===== src/rtl/ram_access_ctrl.sv =====
// ============================================================================
// Module     : ram_access_ctrl
// Description: Burst read/write sequencer for a negedge-sampled single-port
//              word RAM. Optional range check: RAM_ACCESS_RANGE_CHK_EN.
// Revision   : 1.0 - initial release
// ============================================================================
`timescale 1ns/1ps
`default_nettype none

module ram_access_ctrl #(
    parameter int DEPTH = 128,
    parameter int AW    = 9,
    parameter int DW    = 32
) (
    input  logic          clock,
    input  logic          reset_n,
    input  logic          req_valid,
    output logic          req_ready,
    input  logic          req_wr,
    input  logic [AW-1:0] req_addr,
    input  logic [1:0]    req_len,
    input  logic          wdat_valid,
    output logic          wdat_ready,
    input  logic [DW-1:0] wdat,
    output logic          rsp_valid,
    input  logic          rsp_ready,
    output logic [DW-1:0] rsp_data,
    output logic          rsp_last,
    output logic          rsp_err,
    output logic          done,
    output logic          done_err,
    output logic [AW-1:0] mem_addr,
    output logic          mem_wr,
    output logic [DW-1:0] mem_wdata,
    output logic          mem_rd,
    input  logic [DW-1:0] mem_rdata
);

    typedef enum logic [1:0] {
        ST_IDLE  = 2'd0,
        ST_WRITE = 2'd1,
        ST_READ  = 2'd2
    } state_t;

    localparam logic [AW-1:0] LAST_ADDR = AW'(DEPTH - 1);

    state_t        state_q, state_d;
    logic [AW-1:0] addr_q, addr_d;
    logic [1:0]    len_q, len_d;
    logic [2:0]    cnt_q, cnt_d;
    logic          oor_q, oor_d;
    logic          pending_q, pending_d;
    logic [AW-1:0] mem_addr_q, mem_addr_d;
    logic          mem_wr_q, mem_wr_d;
    logic [DW-1:0] mem_wdata_q, mem_wdata_d;
    logic          mem_rd_q, mem_rd_d;
    logic          rsp_valid_q, rsp_valid_d;
    logic [DW-1:0] rsp_data_q, rsp_data_d;
    logic          rsp_last_q, rsp_last_d;
    logic          rsp_err_q, rsp_err_d;
    logic          done_q, done_d;
    logic          done_err_q, done_err_d;

    logic          req_oor;
    logic          beats_left;
    logic [AW-1:0] addr_next;

`ifdef RAM_ACCESS_RANGE_CHK_EN
    assign req_oor = (req_addr > LAST_ADDR);
`else
    assign req_oor = 1'b0;
`endif

    // cnt_q counts beats already issued; the burst has len_q+1 beats
    assign beats_left = (cnt_q <= {1'b0, len_q});
    assign addr_next  = (addr_q == LAST_ADDR) ? '0 : addr_q + 1'b1;

    always_comb begin
        state_d     = state_q;
        addr_d      = addr_q;
        len_d       = len_q;
        cnt_d       = cnt_q;
        oor_d       = oor_q;
        pending_d   = pending_q;
        mem_addr_d  = mem_addr_q;
        mem_wr_d    = 1'b0;
        mem_wdata_d = mem_wdata_q;
        mem_rd_d    = 1'b0;
        rsp_valid_d = rsp_valid_q;
        rsp_data_d  = rsp_data_q;
        rsp_last_d  = rsp_last_q;
        rsp_err_d   = rsp_err_q;
        done_d      = 1'b0;
        done_err_d  = 1'b0;

        case (state_q)
            ST_IDLE: begin
                if (req_valid) begin
                    addr_d    = req_addr;
                    len_d     = req_len;
                    cnt_d     = '0;
                    oor_d     = req_oor;
                    pending_d = 1'b0;
                    state_d   = req_wr ? ST_WRITE : ST_READ;
                end
            end
            ST_WRITE: begin
                if (beats_left) begin
                    if (wdat_valid) begin
                        if (!oor_q) begin
                            mem_wr_d    = 1'b1;
                            mem_addr_d  = addr_q;
                            mem_wdata_d = wdat;
                        end
                        addr_d = addr_next;
                        cnt_d  = cnt_q + 3'd1;
                    end
                end else begin
                    done_d     = 1'b1;
                    done_err_d = oor_q;
                    state_d    = ST_IDLE;
                end
            end
            ST_READ: begin
                if (rsp_valid_q && rsp_ready) begin
                    rsp_valid_d = 1'b0;
                    rsp_last_d  = 1'b0;
                    rsp_err_d   = 1'b0;
                    if (rsp_last_q) begin
                        state_d = ST_IDLE;
                    end
                end
                // A beat can only be in flight while the response slot is free
                if (pending_q) begin
                    rsp_valid_d = 1'b1;
                    rsp_data_d  = oor_q ? '0 : mem_rdata;
                    rsp_last_d  = (cnt_q == ({1'b0, len_q} + 3'd1));
                    rsp_err_d   = oor_q;
                    pending_d   = 1'b0;
                end else if (beats_left && (!rsp_valid_q || rsp_ready)) begin
                    if (!oor_q) begin
                        mem_rd_d   = 1'b1;
                        mem_addr_d = addr_q;
                    end
                    pending_d = 1'b1;
                    addr_d    = addr_next;
                    cnt_d     = cnt_q + 3'd1;
                end
            end
            default: state_d = ST_IDLE;
        endcase
    end

    always_ff @(posedge clock or negedge reset_n) begin
        if (!reset_n) begin
            state_q     <= ST_IDLE;
            addr_q      <= '0;
            len_q       <= '0;
            cnt_q       <= '0;
            oor_q       <= 1'b0;
            pending_q   <= 1'b0;
            mem_addr_q  <= '0;
            mem_wr_q    <= 1'b0;
            mem_wdata_q <= '0;
            mem_rd_q    <= 1'b0;
            rsp_valid_q <= 1'b0;
            rsp_data_q  <= '0;
            rsp_last_q  <= 1'b0;
            rsp_err_q   <= 1'b0;
            done_q      <= 1'b0;
            done_err_q  <= 1'b0;
        end else begin
            state_q     <= state_d;
            addr_q      <= addr_d;
            len_q       <= len_d;
            cnt_q       <= cnt_d;
            oor_q       <= oor_d;
            pending_q   <= pending_d;
            mem_addr_q  <= mem_addr_d;
            mem_wr_q    <= mem_wr_d;
            mem_wdata_q <= mem_wdata_d;
            mem_rd_q    <= mem_rd_d;
            rsp_valid_q <= rsp_valid_d;
            rsp_data_q  <= rsp_data_d;
            rsp_last_q  <= rsp_last_d;
            rsp_err_q   <= rsp_err_d;
            done_q      <= done_d;
            done_err_q  <= done_err_d;
        end
    end

    assign req_ready  = (state_q == ST_IDLE);
    assign wdat_ready = (state_q == ST_WRITE) && beats_left;
    assign rsp_valid  = rsp_valid_q;
    assign rsp_data   = rsp_data_q;
    assign rsp_last   = rsp_last_q;
    assign rsp_err    = rsp_err_q;
    assign done       = done_q;
    assign done_err   = done_err_q;
    assign mem_addr   = mem_addr_q;
    assign mem_wr     = mem_wr_q;
    assign mem_wdata  = mem_wdata_q;
    assign mem_rd     = mem_rd_q;

endmodule

`default_nettype wire


===== config.mk =====
export PLATFORM = sky130hd
export DESIGN_NAME = ram_access_ctrl
export DESIGN_NICKNAME = d
export VERILOG_FILES = /design/src/rtl/ram_access_ctrl.sv
export SDC_FILE = /design/constraint.sdc
export NUM_CORES = 1
export LEC_CHECK = 0
export CAP_MARGIN = 15
export CORE_MARGIN = 4
export CORE_UTILIZATION = 37
export DETAILED_ROUTE_END_ITERATION = 10
export PLACE_DENSITY = 0.82
export SLEW_MARGIN = 20
export SYNTH_ARGS = -nofsm -noshare
export SYNTH_HDL_FRONTEND = slang
export SYNTH_SLANG_ARGS = --single-unit

===== constraint.sdc =====
create_clock -name clock -period 2.6 [get_ports clock]
set_clock_uncertainty 0.2 [all_clocks]
set_input_delay 0.26 -clock clock [delete_from_list [all_inputs] [get_ports clock]]
set_output_delay 0.26 -clock clock [all_outputs]
set_load 0.05 [all_outputs]

==> impl_metrics.csv, run 1 <==
group,metric,value,unit
synthesis,ys_ff_latch,95,
synthesis,synthFlopType,"dfrtp_1",
floorplan,initial_core_util,0.3800,
critical_path,r2r_cells,7,
clocking,h-tree-depth,3,
clocking,cts_tree,"done",
drt,wl_met2,5.251,mm
clocking,path_clk_slew,0.06,ns
critical_path,startpoint_type,"register",
final_layout,mostFrequentLayoutCell,"clkdlybuf4s50_1",
final_layout,antennaDiodeCount,0,
critical_path,cp.buffers_inverters,2,
clocking,ctsRootBufferMaster,"clkbuf_16",
timing,fmax,413.8,MHz
drt,drt_wl_total,10.32,mm
synthesis,ys_types,43,
drt,post_drt_via_cell_ratio,4.921,
final_layout,drive_gt1_frac,0.2229,
floorplan,core-area,10940,sq um
final_layout,fin_cells,611,
timing,period_needed,2.417,ns
hold_path,min_path_type,"in2async",
timing,maxSlewViolCount,0,
global_routing,antenna_found_initial,0,
drt,drtIter0Drc,124,
critical_path,end_kind,"primary output",
floorplan,fp.dieW,114.0,um
final_layout,fin_nets,557,
final_layout,final_cell_area,6254,sq um
synthesis,ys_warn_count,0,
critical_path,crit_end,"req_ready",
global_routing,grt_max_degree,55,
timing,worst_pin_slew,0.5867,ns
drt,route.detailed.wl_per_inst,16.89,um
global_routing,grt-ovfl-total,0,
floorplan,io_pins,163,
synthesis,syn-cell-area,4155,sq um
timing,setup_violations,0,
floorplan,die_h,114.0,um
synthesis,seq_area_frac_synth,0.5721,
run_status,status,"finished clean",
critical_path,reg2reg_to,"mem_wdata[4]$_DFFE_PN0P_",
critical_path,r2r_setup_slack,0.19,ns
placement,dp.cells,595,
clocking,clock_sinks,95,
clocking,cts.repair.resized,0,
drt,vias,3007,
timing,period_share,0.9295,
timing,tns,0,ns
critical_path,crit_start,"state_q[0]$_DFFE_PN0P_",
timing,rsz0062_at_grt,"false",
drt,topRoutingLayerUsed,"met4",
global_routing,grt_pass1_wl,16.65,mm
drt,drcViolationCount,0,
critical_path,r2r-start,"cnt_q[1]$_DFFE_PN0P_",
drt,ant_nets,0,
placement,routabilityCongestion,0.8115,
pwr,design_power_total,0.009842,W
timing,finalHoldViolCount,0,
placement,hpwlAfterDp,7.810,mm
synthesis,async_flop_share,1.000,
critical_path,worst_ep_arrival_time,1.96,ns
placement,placed_area,5944,sq um
critical_path,worstPathMaxFanout,6,
clocking,clockBufferDepth,2,
final_layout,layout.cells.most_common_list,"clkdlybuf4s50_1, dfrtp_1, mux2_2",
pwr,leakage,2.767,nW
drt,met3_length,684,um
clocking,cts_buffers,9,
floorplan,die_area,12990,sq um
pwr,power.density,1574,nW/um^2
critical_path,required,2.14,ns
global_routing,gr-usage-all-layers,0.1632,
critical_path,crit_type,"reg2out",
pwr,irDropWorstVdd,888.0,uV
synthesis,synth_area_per_cell,13.90,sq um
floorplan,row_count,38,
synthesis,netlist_instances,299,
global_routing,grt_pass1_vias,3232,
drt,drt-met1-wl,4.235,mm
critical_path,crit_path_cell_trace,"inv_1, ha_1, clkdlybuf4s50_1",
flow_run,max_cap_violations,0,
placement,portBuffers,160,
drt,firstDrtPassIters,4,
timing,max-slew-margin-rel,0.6077,
final_layout,area.growth.synth_to_final,50.50,%
critical_path,cp.depth,3,
critical_path,cpPeakStageDelay,0.85,ns
critical_path,crit_path_top_delay_cell,"clkdlybuf4s50_1",
clocking,clk_latency,0.33,ns
critical_path,path_delay_family,"buffers and inverters",
synthesis,synth_edf_count,0,
power breakdown:
part / internal, W / switching [W] / leakage, nW / total (W)
clock network: 0.000791 / 0.000520 / 0.145 / 0.00131
logic: 0.00234 / 0.00352 / 1.49 / 0.00586
registers: 0.00222 / 0.000455 / 1.14 / 0.00267
metal layers:
layer	vias up	track usage
li1	1400	-
met1	1489	0.1944
met2	104	0.2888
met3	14	0.03767
met4	0	0.05622
met5	-	0
area by class of cell:
class                      instances  area, sq um
timing repair buffer             168         1697
clock inverter                     3        42.54
fill                             903         4682
tap                              140        175.2
inverter                          11        41.29
sequential                        95         2377
multi-input combinational        182         1664
clock buffer                      12        256.5
cells by family (layout without fill, tap and decap cells):
family                   Yosys count  after routing  synth area share
flip-flops                        95             95            0.5721
multiplexers                      78             78            0.2370
AND/OR/NAND/NOR                   48             48           0.06022
AO/OA/AOI/OAI                     43             43           0.07016
buffers and inverters             23            194           0.02830
adder cells (fa/ha/maj)            9              9           0.02710
XOR/XNOR                           2              2          0.004216
other                              1              2         0.0009025
worst register-to-register path: cells and delay by family (launching register included):
kind	cells	cell delay, ns
simple gates	3	0.68
flops	1	0.42
mux	1	0.32
fa+ha+maj	1	0.30
buf+inv	1	0.23
compound gates	1	0.15
metrics by stage:
step,utilization,setup WS [ns],hold slack [ns]
final,0.5719,0.1834,0.2642
after global routing,0.5719,0.07382,0.3242
after CTS,0.5719,0.1505,0.2734
after detailed placement,0.5436,0.1995,0.09097
after global placement,0.5436,0.2626,0.08212
after floorplan,-,0.3791,-0.2356
synth_stat cells, types with 4 or more instances:
cell,count,area [sq um]
a21oi_1,7,35.03
a2bb2oi_1,4,35.03
clkbuf_1,6,22.52
dfrtp_1,95,2377
ha_1,9,112.6
inv_1,11,41.29
mux2_2,47,529.3
mux2_4,29,435.4
nand2_1,12,45.04
nand3_1,5,25.02
nor2_1,8,30.03
nor2b_1,4,25.02
nor3_1,4,20.02
o21ai_0,14,70.07
sequential cells by signal, summed over array words and instances (netlist names):
| signal | flops |
|---|---|
| cnt_q | 3 |
| rsp_last | 1 |
| mem_wr | 1 |
| mem_addr | 9 |
| addr_q | 9 |
| rsp_valid | 1 |
| len_q | 2 |
| done | 1 |
| pending_q | 1 |
| mem_wdata | 32 |
| rsp_data | 32 |
| mem_rd | 1 |
| state_q | 2 |
what timing repair did:
item	CTS	global route
setup buffers	0	0
endpoints found under the hold margin	41	0
hold buffers	1	0
endpoints found under the setup margin	0	0
how the worst min path moves through the flow:
stage,start,end,slack [ns],cells after the start
6_report,reset_n,rsp_data[5]$_DFFE_PN0P_,0.26,2
3_3_place_gp,reset_n,rsp_data[5]$_DFFE_PN0P_,0.08,1
3_5_place_dp,reset_n,rsp_data[5]$_DFFE_PN0P_,0.09,1
2_1_floorplan,reset_n,addr_q[0]$_DFFE_PN0P_,-0.24,0
5_1_grt,mem_addr[8]$_DFFE_PN0P_,mem_addr[8]$_DFFE_PN0P_,0.32,1
4_1_cts,reset_n,rsp_data[5]$_DFFE_PN0P_,0.27,2
Power figures use the tool's default switching activity.
==> run 2, diff against run 1 <==
--- a/config.mk
+++ b/config.mk
@@ -9,6 +9,7 @@
 export CORE_MARGIN = 4
 export CORE_UTILIZATION = 37
 export DETAILED_ROUTE_END_ITERATION = 10
+export GPL_ROUTABILITY_DRIVEN = 0
 export PLACE_DENSITY = 0.82
 export SLEW_MARGIN = 20
 export SYNTH_ARGS = -nofsm -noshare
==> results of run 2 <==
The final DEF is identical to that of run 1; final timing and power are the same.
